$ cat src/rtl/fe_pkg.sv
// Shared front-end types: PC/entry payloads, speculation tracker states and branch-type codes.
package fe_pkg;

    localparam int unsigned PC_WIDTH  = 16;
    localparam int unsigned DEPTH     = 4;
    localparam int unsigned TAG_WIDTH = $clog2(DEPTH);
    localparam int unsigned PTR_WIDTH = TAG_WIDTH + 1;

    typedef logic [PC_WIDTH-1:0]  pc_t;
    typedef logic [TAG_WIDTH-1:0] tag_t;
    typedef logic [PTR_WIDTH-1:0] ptr_t;

    typedef struct packed {
        logic taken;
        pc_t  fallback_pc;
    } spec_entry_t;

    typedef enum logic {
        NORMAL = 1'b0,
        FLUSH  = 1'b1
    } spec_state_e;

    // Branch-type encoding shared with the static predictor
    typedef enum logic [1:0] {
        BR_CC = 2'b00,
        BR_B  = 2'b01,
        BR_BL = 2'b10,
        BR_BX = 2'b11
    } br_type_e;

endpackage

$ cat src/rtl/branch_spec_tracker_if.sv
// Fetch/back-end handshake bundle for the speculative branch tracker.
interface branch_spec_tracker_if;
    import fe_pkg::*;

    logic  alloc_v_i;
    logic  alloc_taken_i;
    pc_t   alloc_fallback_pc_i;
    logic  alloc_ready_o;
    tag_t  alloc_tag_o;
    logic  resolve_v_i;
    tag_t  resolve_tag_i;
    logic  resolve_taken_i;
    logic  redirect_v_o;
    pc_t   redirect_pc_o;
    logic  flush_o;
    ptr_t  count_o;
    logic  error_o;

    modport master (
        output alloc_v_i, alloc_taken_i, alloc_fallback_pc_i,
        output resolve_v_i, resolve_tag_i, resolve_taken_i,
        input  alloc_ready_o, alloc_tag_o, redirect_v_o, redirect_pc_o,
        input  flush_o, count_o, error_o
    );

    modport slave (
        input  alloc_v_i, alloc_taken_i, alloc_fallback_pc_i,
        input  resolve_v_i, resolve_tag_i, resolve_taken_i,
        output alloc_ready_o, alloc_tag_o, redirect_v_o, redirect_pc_o,
        output flush_o, count_o, error_o
    );

endinterface

$ cat src/rtl/spec_fifo.sv
// In-order entry store with wrap-bit pointers; clear resets both pointers and wins over push/pop.
module spec_fifo
    import fe_pkg::*;
(
    input  logic        clk,
    input  logic        rst_n,
    input  logic        push,
    input  spec_entry_t push_data,
    input  logic        pop,
    input  logic        clear,
    output spec_entry_t head,
    output tag_t        wr_idx,
    output tag_t        rd_idx,
    output logic        full,
    output logic        empty,
    output ptr_t        count
);

    spec_entry_t mem [DEPTH];
    ptr_t        wr_ptr;
    ptr_t        rd_ptr;

    always_ff @(posedge clk or negedge rst_n) begin
        if (!rst_n) begin
            wr_ptr <= '0;
            rd_ptr <= '0;
        end else if (clear) begin
            wr_ptr <= '0;
            rd_ptr <= '0;
        end else begin
            if (push) wr_ptr <= wr_ptr + PTR_WIDTH'(1);
            if (pop)  rd_ptr <= rd_ptr + PTR_WIDTH'(1);
        end
    end

    // Payload needs no reset: validity is carried entirely by the pointers
    always_ff @(posedge clk) begin
        if (push && !clear) mem[wr_idx] <= push_data;
    end

    assign wr_idx = wr_ptr[TAG_WIDTH-1:0];
    assign rd_idx = rd_ptr[TAG_WIDTH-1:0];
    assign head   = mem[rd_idx];
    assign empty  = (wr_ptr == rd_ptr);
    assign full   = (wr_idx == rd_idx) && (wr_ptr[TAG_WIDTH] != rd_ptr[TAG_WIDTH]);
    assign count  = wr_ptr - rd_ptr;

endmodule

$ cat src/rtl/branch_spec_tracker.sv
// Tracks outstanding speculative branches; on a mispredicted head it redirects fetch and squashes younger entries.
module branch_spec_tracker
    import fe_pkg::*;
(
    input  logic                  clk_i,
    input  logic                  reset_n_i,
    branch_spec_tracker_if.slave  bus
);

    spec_state_e state_q, state_d;
    pc_t         redirect_pc_q, redirect_pc_d;
    logic        error_q, error_d;

    logic        push, pop, clear;
    logic        alloc_ready, alloc_fire;
    spec_entry_t head;
    tag_t        wr_idx, rd_idx;
    logic        full, empty;
    ptr_t        count;

    spec_fifo u_fifo (
        .clk       (clk_i),
        .rst_n     (reset_n_i),
        .push      (push),
        .push_data ('{taken: bus.alloc_taken_i, fallback_pc: bus.alloc_fallback_pc_i}),
        .pop       (pop),
        .clear     (clear),
        .head      (head),
        .wr_idx    (wr_idx),
        .rd_idx    (rd_idx),
        .full      (full),
        .empty     (empty),
        .count     (count)
    );

    // Ready depends only on registered state, never on a same-cycle resolve
    assign alloc_ready = (state_q == NORMAL) && !full;
    assign alloc_fire  = bus.alloc_v_i && alloc_ready;

    always_ff @(posedge clk_i or negedge reset_n_i) begin
        if (!reset_n_i) begin
            state_q       <= NORMAL;
            redirect_pc_q <= '0;
            error_q       <= 1'b0;
        end else begin
            state_q       <= state_d;
            redirect_pc_q <= redirect_pc_d;
            error_q       <= error_d;
        end
    end

    always_comb begin
        state_d       = state_q;
        redirect_pc_d = redirect_pc_q;
        error_d       = error_q;
        push          = 1'b0;
        pop           = 1'b0;
        clear         = 1'b0;
        unique case (state_q)
            NORMAL: begin
                push = alloc_fire;
                if (bus.resolve_v_i) begin
                    if (empty || (bus.resolve_tag_i != rd_idx)) begin
                        error_d = 1'b1;
                    end else if (bus.resolve_taken_i == head.taken) begin
                        pop = 1'b1;
                    end else begin
                        // Same-cycle alloc is younger than the mispredict: handshake completes, entry dropped
                        push          = 1'b0;
                        clear         = 1'b1;
                        redirect_pc_d = head.fallback_pc;
                        state_d       = FLUSH;
                    end
                end
            end
            FLUSH: begin
                state_d = NORMAL;
            end
            default: begin
                state_d = NORMAL;
            end
        endcase
    end

    assign bus.alloc_ready_o = alloc_ready;
    assign bus.alloc_tag_o   = wr_idx;
    assign bus.redirect_v_o  = (state_q == FLUSH);
    assign bus.flush_o       = (state_q == FLUSH);
    assign bus.redirect_pc_o = redirect_pc_q;
    assign bus.count_o       = count;
    assign bus.error_o       = error_q;

endmodule

$ cat src/flat_wrapper.sv
// flat-port wrapper written by rule: the top's interface ports become plain ports
module branch_spec_tracker_flat import fe_pkg::*;
  (clk_i, reset_n_i, bus_alloc_v_i, bus_alloc_taken_i, bus_alloc_fallback_pc_i, bus_resolve_v_i, bus_resolve_tag_i, bus_resolve_taken_i, bus_alloc_ready_o, bus_alloc_tag_o, bus_redirect_v_o, bus_redirect_pc_o, bus_flush_o, bus_count_o, bus_error_o);
  branch_spec_tracker_if bus_i ();
  input  logic clk_i;
  input  logic reset_n_i;
  input wire logic [$bits(bus_i.alloc_v_i)-1:0] bus_alloc_v_i;
  input wire logic [$bits(bus_i.alloc_taken_i)-1:0] bus_alloc_taken_i;
  input wire logic [$bits(bus_i.alloc_fallback_pc_i)-1:0] bus_alloc_fallback_pc_i;
  input wire logic [$bits(bus_i.resolve_v_i)-1:0] bus_resolve_v_i;
  input wire logic [$bits(bus_i.resolve_tag_i)-1:0] bus_resolve_tag_i;
  input wire logic [$bits(bus_i.resolve_taken_i)-1:0] bus_resolve_taken_i;
  output wire logic [$bits(bus_i.alloc_ready_o)-1:0] bus_alloc_ready_o;
  output wire logic [$bits(bus_i.alloc_tag_o)-1:0] bus_alloc_tag_o;
  output wire logic [$bits(bus_i.redirect_v_o)-1:0] bus_redirect_v_o;
  output wire logic [$bits(bus_i.redirect_pc_o)-1:0] bus_redirect_pc_o;
  output wire logic [$bits(bus_i.flush_o)-1:0] bus_flush_o;
  output wire logic [$bits(bus_i.count_o)-1:0] bus_count_o;
  output wire logic [$bits(bus_i.error_o)-1:0] bus_error_o;
  assign bus_i.alloc_v_i = bus_alloc_v_i;
  assign bus_i.alloc_taken_i = bus_alloc_taken_i;
  assign bus_i.alloc_fallback_pc_i = bus_alloc_fallback_pc_i;
  assign bus_i.resolve_v_i = bus_resolve_v_i;
  assign bus_i.resolve_tag_i = bus_resolve_tag_i;
  assign bus_i.resolve_taken_i = bus_resolve_taken_i;
  assign bus_alloc_ready_o = bus_i.alloc_ready_o;
  assign bus_alloc_tag_o = bus_i.alloc_tag_o;
  assign bus_redirect_v_o = bus_i.redirect_v_o;
  assign bus_redirect_pc_o = bus_i.redirect_pc_o;
  assign bus_flush_o = bus_i.flush_o;
  assign bus_count_o = bus_i.count_o;
  assign bus_error_o = bus_i.error_o;
  branch_spec_tracker u_core (.clk_i(clk_i), .reset_n_i(reset_n_i), .bus(bus_i));
endmodule
$ cat config.mk
export PLATFORM = sky130hd
export DESIGN_NAME = branch_spec_tracker_flat
export DESIGN_NICKNAME = d
export VERILOG_FILES = /design/src/rtl/fe_pkg.sv /design/src/rtl/branch_spec_tracker_if.sv /design/src/rtl/spec_fifo.sv /design/src/rtl/branch_spec_tracker.sv /design/src/flat_wrapper.sv
export SDC_FILE = /design/constraint.sdc
export NUM_CORES = 1
export LEC_CHECK = 0
export CAP_MARGIN = 30
export CORE_UTILIZATION = 51
export CTS_BUF_LIST = sky130_fd_sc_hd__clkbuf_4
export CTS_CLUSTER_DIAMETER = 30
export DETAILED_ROUTE_END_ITERATION = 8
export GPL_TIMING_DRIVEN = 1
export HOLD_SLACK_MARGIN = 0.08
export PLACE_DENSITY = 0.78
export SYNTH_ARGS = -nofsm -noshare
export SYNTH_HDL_FRONTEND = slang
export SYNTH_SLANG_ARGS = --single-unit
export TNS_END_PERCENT = 10
$ cat constraint.sdc
create_clock -name clk_i -period 2.9 [get_ports clk_i]
set_clock_uncertainty 0.2 [all_clocks]
set_input_delay 0.87 -clock clk_i [delete_from_list [all_inputs] [get_ports clk_i]]
set_output_delay 0.87 -clock clk_i [all_outputs]
set_load 0.05 [all_outputs]
==> impl_results.md, run 1 <==
* CP arrival at between 1.5 and 2 ns
* FMAX at 0.353 GHz
* Hold WC Path Type: flip-flop to flip-flop
* Flops & latches, synth at just over 90
* Count of cell types in the netlist at 35
* Routed len/inst at 17.6 µm
* Num CTS Buffers at 9
* Total number of vias at 1921
* Crit end category: output port
* Area Growth Syn to Fin at 26.4%
* RR Startpoint: u_core.u_fifo.wr_ptr[1]
* GRT Total Usage at 0.195
* Ant diodes at 0
* Highest routed layer: met4
* Post-route ant nets at 0
* Pwr/cell area at about 1100 nW/µm²
* P_int at around 3.3 mW
* Max-slew violation count at 0
* Register area share after synthesis at 0.702
* Commonest non-fill, non-tap cell in the layout: edfxtp_1
* NetSw at about 2.1 mW
* Die area at between 7000 and 8000 µm²
* Share of post-route cells with drive strength above 1 at 0.331
* Clk_lat worst skew at between 0.4 and 0.5 ns
* Post-CTS Hold Fix Bufs at 0
* Slowest cell on the critical path: dfrtp_1
* DRT met1 WL at 2.71 mm
* # fillers at between 400 and 500
* Clock power frac at 0.127
* Vias in the first global route at roughly 2000
* Core Area at a little under 7000 µm²
* Worst-path clk slew at roughly 0.13 ns
* TritonRoute pass-1 iters at 4
* Row count at 30
* Hold Worst Slack at about 0.27 ns
* Nets at 296
* Setup violations, final at 0
* Longest Clk Path Bufs at 2
* Routability cong. at slightly above 0.7
* Die width at between 80 and 90 µm
* FF-to-FF End: u_core.u_fifo.mem[0][16]
* Path type of the worst setup path: flip-flop to output port
* Initial antenna violation count at 0
* 1st-iter DRT viols at 46
* H-tree depth at 3
* Hold Path Depth at 1
* Initial Util at 0.542
* Die Ht at slightly below 90 µm
* RSZ-0062 raised after global routing: no
* Post-Synthesis Cells at about 190
* Drt drc at 0
* Final core occ at 0.685
* Final Critical Period at about 2.8 ns
* Gate power share at 0.512
* Metal2 WL at 3.33 mm
* Mapped cell area at 3760 µm²
* Largest net degree at the start of global routing at 25
* Clock sinks at around 90
* Port Buf Inserts at 48
* Worst Max-Slew Pin Slew at ~0.57 ns
* Reg2reg path depth at 7
* Maximum vdd drop at between 0.4 and 0.5 mV
* DP Area at approximately 4600 µm²
* Io pins at slightly below 50
* Sw frac at 0.385
* CP max stage delay at a little over 0.4 ns
* Fin. Hold Viols at 0
* Root cell of the clock tree: clkbuf_4
* Sequential Power Share at 0.362
* Average cell area after synthesis at 19.7 µm²
* Worst Min Path Start: u_core.bus.error_o
* Outcome: finished, final reports clean
* GR Overflow Total at 0
* WL final at ~6.4 mm
* Cell Chain, Critical Path: buf_6 -> fa_2 -> xor2_2 -> buf_12
* Hold EP: u_core.bus.error_o
* Design Area, Final at between 4000 and 5000 µm²
* Detailed-route vias per instance at 5.26
* # Max-Cap Violations at 0
* Pleak at 1.72 nW
* Crit-path max FO at 11
* Most frequent cells in the layout: edfxtp_1, clkdlybuf4s50_1, dfrtp_1
* Power Total at 5.38 mW
* Ys Warns at 0
* DR WL met3 at 275 µm
* Final HPWL DP at 4.24 mm
* Critical Path RT at about 1.8 ns
* First-pass GRT wire length at roughly 11 mm
* Relative slew margins at 0.619
* Synthesized Nets at 223
* CTS tree: yes
* Worst reg2reg setup slack at 0.20 ns
* CP startpoint kind: flip-flop
* Period utilization at 0.976
-- power groups by stage --
stage	clock network [mW]	registers [mW]	logic (mW)
floorplan	0	2.37	1.34
global placement	0	1.96	2.66
detailed placement	0	1.98	2.70
CTS	0.688	1.95	2.74
global route	0.747	1.98	2.94
finish	0.681	1.94	2.75
-- what timing repair did --
action | in CTS | in global routing
buffers inserted | 0 | 3
resized for setup | 6 | 1
pin swaps | 1 | 1
endpoints found under the setup margin | 1 | 2
-- worst max-delay path: cells and delay by family, from the launching register on --
family / cells / cell delay [ns]
DFF: 1 / 0.41
adders and majority gates: 1 / 0.38
buffers and inverters: 2 / 0.35
xor gates and xnor gates: 1 / 0.20
-- logic make-up after synthesis --
logic type / count (synthesis) / share of synthesized area
and+or+nand+nor: 13 / 0.0196
adders and majority gates: 8 / 0.0286
AOI/OAI and AO/OA: 15 / 0.0329
muxes: 40 / 0.175
DFF: 92 / 0.702
xor gates and xnor gates: 4 / 0.0133
buffers and inverters: 19 / 0.0289
-- worst max path at each step --
stage | start | end | slack (ns) | depth (start not counted)
detailed placement | bus_resolve_taken_i | u_core.u_fifo.mem[0][12] | -0.24 | 7
finish | u_core.u_fifo.rd_ptr[1] | bus_count_o[2] | 0.07 | 4
global placement | bus_resolve_taken_i | u_core.u_fifo.mem[0][12] | -0.17 | 7
global route | u_core.u_fifo.rd_ptr[1] | bus_count_o[2] | 0.0008 | 4
CTS | u_core.u_fifo.rd_ptr[0] | bus_count_o[2] | 0.001 | 4
floorplan | u_core.u_fifo.wr_ptr[0] | bus_count_o[2] | -0.008 | 4
-- registers in the layout, indices dropped and copies added (netlist names) --
signal	count
u_core.bus.flush_o	1
u_core.bus.redirect_pc_o	16
u_core.u_fifo.rd_ptr	3
u_core.u_fifo.wr_ptr	3
u_core.u_fifo.mem	68
u_core.bus.error_o	1
-- through the flow --
step / worst slack, ns / cells / setup TNS, ns
3_5_place_dp: -0.243 / 346 / -14.28
4_1_cts: 0.00106 / 362 / 0
2_1_floorplan: -0.00780 / 191 / -0.00780
6_report: 0.0694 / 365 / 0
3_3_place_gp: -0.166 / 346 / -10.23
5_1_grt: 0.000756 / 365 / 0
-- synth_stat cells --
library cell / instances / share of area
nand2_1: 4 / 0.0040
o2111ai_4: 1 / 0.0070
mux2_4: 9 / 0.036
buf_12: 1 / 0.0053
mux2i_1: 6 / 0.016
a21o_1: 1 / 0.0020
xnor2_2: 1 / 0.0043
nand2b_1: 1 / 0.0017
xnor2_1: 1 / 0.0023
o311ai_1: 1 / 0.0023
nor3_4: 1 / 0.0043
o21ai_0: 3 / 0.0040
nor2_1: 4 / 0.0040
buf_1: 1 / 0.0010
ha_1: 7 / 0.023
and2b_1: 1 / 0.0020
nor2b_1: 1 / 0.0017
xor2_2: 1 / 0.0043
fa_1: 1 / 0.0053
or3_2: 1 / 0.0020
edfxtp_1: 68 / 0.54
buf_6: 1 / 0.0030
buf_2: 2 / 0.0027
mux2_2: 9 / 0.027
o2111ai_1: 1 / 0.0023
o31ai_1: 4 / 0.0080
a21oi_1: 1 / 0.0013
a31oi_1: 1 / 0.0017
a311oi_1: 1 / 0.0023
mux4_2: 16 / 0.096
dfrtp_1: 24 / 0.16
buf_4: 3 / 0.0060
xor2_1: 1 / 0.0023
inv_1: 11 / 0.011
o211ai_1: 1 / 0.0020
-- area by class of cell --
class / count / area (µm²) / area share
Sequential cell: 92 / 2640 / 0.556
Multi-Input combinational cell: 80 / 1090 / 0.229
Timing Repair Buffer: 70 / 727 / 0.153
Tap cell: 96 / 120 / 0.0253
Clock buffer: 11 / 82.6 / 0.0174
Clock inverter: 5 / 51.3 / 0.0108
Inverter: 11 / 41.3 / 0.00868
-- per-layer routing --
layer,GRT usage,up-vias
li1,-,889
met3,0.0377,11
met2,0.326,49
met5,0,-
met1,0.248,972
met4,0.0894,0
Note: power is estimated with default switching activity, not from simulation.
==> run 2, diff against run 1 <==
CORE_ASPECT_RATIO = 0.9   (was default)
==> run 2 against run 1 <==
Final area shrank 1.3%. Fmax down 0.58%. Routed wire length is 1.5% lower. Combinational power shrank 3%. Cell count decreased by 1.6%. Die area barely moved. Global-route usage down 1.1 points. Critical endpoint unchanged. Largest cell class unchanged. Highest routed layer unchanged.
==> impl_results.md, run 2 (synthesis results as in run 1) <==
* Num CTS Buffers at 9
* Worst Max-Slew Pin Slew at a little under 0.6 ns
* Core Area at slightly above 7000 µm²
* Critical path depth in cells at 4
* CP startpoint kind: flip-flop
* Sw frac at 0.395
* Detailed-route vias per instance at roughly 5.3
* RSZ-0062 raised after global routing: yes
* Initial antenna violation count at 0
* Sequential Power Share at 0.372
* GRT Total Usage at 0.184
* Final HPWL DP at about 4.2 mm
* WL final at ~6.3 mm
* Vias in the first global route at about 2000
* Fin. Hold Viols at 0
* CP max stage delay at about 0.44 ns
* Critical Path RT at 1.83 ns
* Most flop-heavy register: u_core.u_fifo.mem
* Initial Util at 0.529
* Outcome: finished, final reports clean
* FMAX at between 0.3 and 0.4 GHz
* Post-CTS Hold Fix Bufs at 0
* Max-slew violation count at 0
* P_int at between 3 and 4 mW
* Row count at 29
* # Max-Cap Violations at 0
* Pre-CTS setup slack at -0.248 ns
* 1st-iter DRT viols at 104
* Max reg flops at approximately 70
* NetSw at between 2 and 2.5 mW
* Setup ws final at roughly 0.053 ns
* Largest net degree at the start of global routing at 25
* Reg2reg path depth at 5
* WP buf/inv at 1
* First-pass GRT wire length at 10.2 mm
* Clk_lat worst skew at 0.43 ns
* Clock sinks at 92
* Period utilization at 0.982
* Die Ht at around 83 µm
* Power Total at about 5.2 mW
* Ant diodes at 0
* Slowest cell on the critical path: dfrtp_1
* Gate power share at 0.511
* # fillers at 518
* Nets at 293
* CTS tree: yes
* Crit end category: output port
* Cell Chain, Critical Path: ha_4 -> fa_2 -> xor2_2 -> buf_12
* Most frequent cells in the layout: edfxtp_1, clkdlybuf4s50_1, dfrtp_1
* Port Buf Inserts at between 40 and 50
* Hold Worst Slack at between 0.2 and 0.3 ns
* Area Growth Syn to Fin at 24.7%
* Post-route ant nets at 0
* Pwr/cell area at ~1100 nW/µm²
* Share of post-route cells with drive strength above 1 at 0.335
* Total number of vias at 1886
* Crit-path max FO at 2
* Worst-path clk slew at between 0.1 and 0.15 ns
* TritonRoute pass-1 iters at 4
* Multi-input logic area at roughly 1100 µm²
* Io pins at just under 50
* Relative slew margins at 0.605
* Pleak at about 1.7 nW
* Final Critical Period at approximately 2.8 ns
* Longest Clk Path Bufs at 2
* GR Overflow Total at 0
* Routed len/inst at between 15 and 20 µm
* H-tree depth at 3
* Hold WC Path Type: flip-flop to flip-flop
* CP arrival at between 1.5 and 2 ns
* Drt drc at 0
* Root cell of the clock tree: clkbuf_4
* Die area at around 7700 µm²
* Clock power frac at 0.116
* Maximum vdd drop at approximately 0.46 mV
* Setup violations, final at 0
* Commonest non-fill, non-tap cell in the layout: edfxtp_1
* Routability cong. at about 0.76
* Sequential cell area at 2640 µm²
* Path type of the worst setup path: flip-flop to output port
* Crit-path leading delay family: adder cells
* Die width at about 93 µm
* Hold Path Depth at 1
==> run 2: cell types whose count changed in the layout (fill, tap and decap cells not counted), sizes merged <==
cell,before,now
buf,26,23
dlymetal6s2s,0,1
bufinv,1,0
clkinvlp,0,2
clkdlybuf4s50,44,43
clkinv,3,2
==> run 2: worst reg2reg max path: cells and delay by family, from the launching register on <==
kind            cells  cell delay [ns]
compound gates      2             0.55
flops               1             0.46
simple gates        2             0.65
fa+ha+maj           1             0.36
==> run 2: power by group through the flow <==
stage                     combinational (mW)  sequential [mW]  clock, mW
after floorplan                         1.34             2.37          0
after global placement                  2.60             1.97          0
after detailed placement                2.64             1.99          0
after CTS                               2.68             1.96      0.625
after global routing                    2.85             1.99      0.673
final                                   2.68             1.95      0.611
==> run 2: routing by layer <==
| metal | vias to the layer above | track usage | share of wire |
|---|---|---|---|
| li1 | 878 | - | - |
| met1 | 953 | 0.242 | 0.46 |
| met2 | 47 | 0.298 | 0.49 |
| met3 | 8 | 0.0483 | 0.038 |
| met4 | 0 | 0.0639 | 0.014 |
| met5 | - | 0 | 0 |
==> run 2: area by class of cell <==
| class | instances | area share |
|---|---|---|
| clock buffers | 11 | 0.0176 |
| clock inverters | 5 | 0.00800 |
| multi-input cells | 80 | 0.232 |
| well taps | 93 | 0.0248 |
| inverters | 11 | 0.00880 |
| flip-flops and latches | 92 | 0.563 |
| repair buffers | 67 | 0.145 |
==> run 2: path summary, 6_finish.rpt <==
| check | from | to | slack [ns] |
|---|---|---|---|
| worst max-delay path | u_core.u_fifo.rd_ptr[0] | bus_count_o[2] | 0.05 |
| worst min-delay path | u_core.bus.error_o | u_core.bus.error_o | 0.27 |
| worst max register to register | u_core.u_fifo.wr_ptr[1] | u_core.u_fifo.mem[2][3] | 0.32 |
| worst min register to register | u_core.bus.error_o | u_core.bus.error_o | 0.27 |
| max in group asynchronous | reset_n_i | u_core.bus.redirect_pc_o[1] | 1.62 |
| min in group asynchronous | reset_n_i | u_core.bus.redirect_pc_o[8] | 0.60 |
==> run 2: what timing repair did <==
item,in CTS,in global routing
pin swaps,1,1
setup buffers,0,2
endpoints found under the setup margin,1,3
gates resized for setup,6,3
==> run 2: per-stage QoR <==
step / utilization / setup TNS, ns / cell area (µm²) / instances
finish: 0.660 / 0 / 4690 / 359
global placement: 0.637 / -13.34 / 4530 / 341
global route: 0.660 / -0.0413 / 4690 / 359
CTS: 0.657 / -0.0264 / 4670 / 357
floorplan: - / -0.00780 / 3820 / 191
detailed placement: 0.637 / -16.94 / 4530 / 341
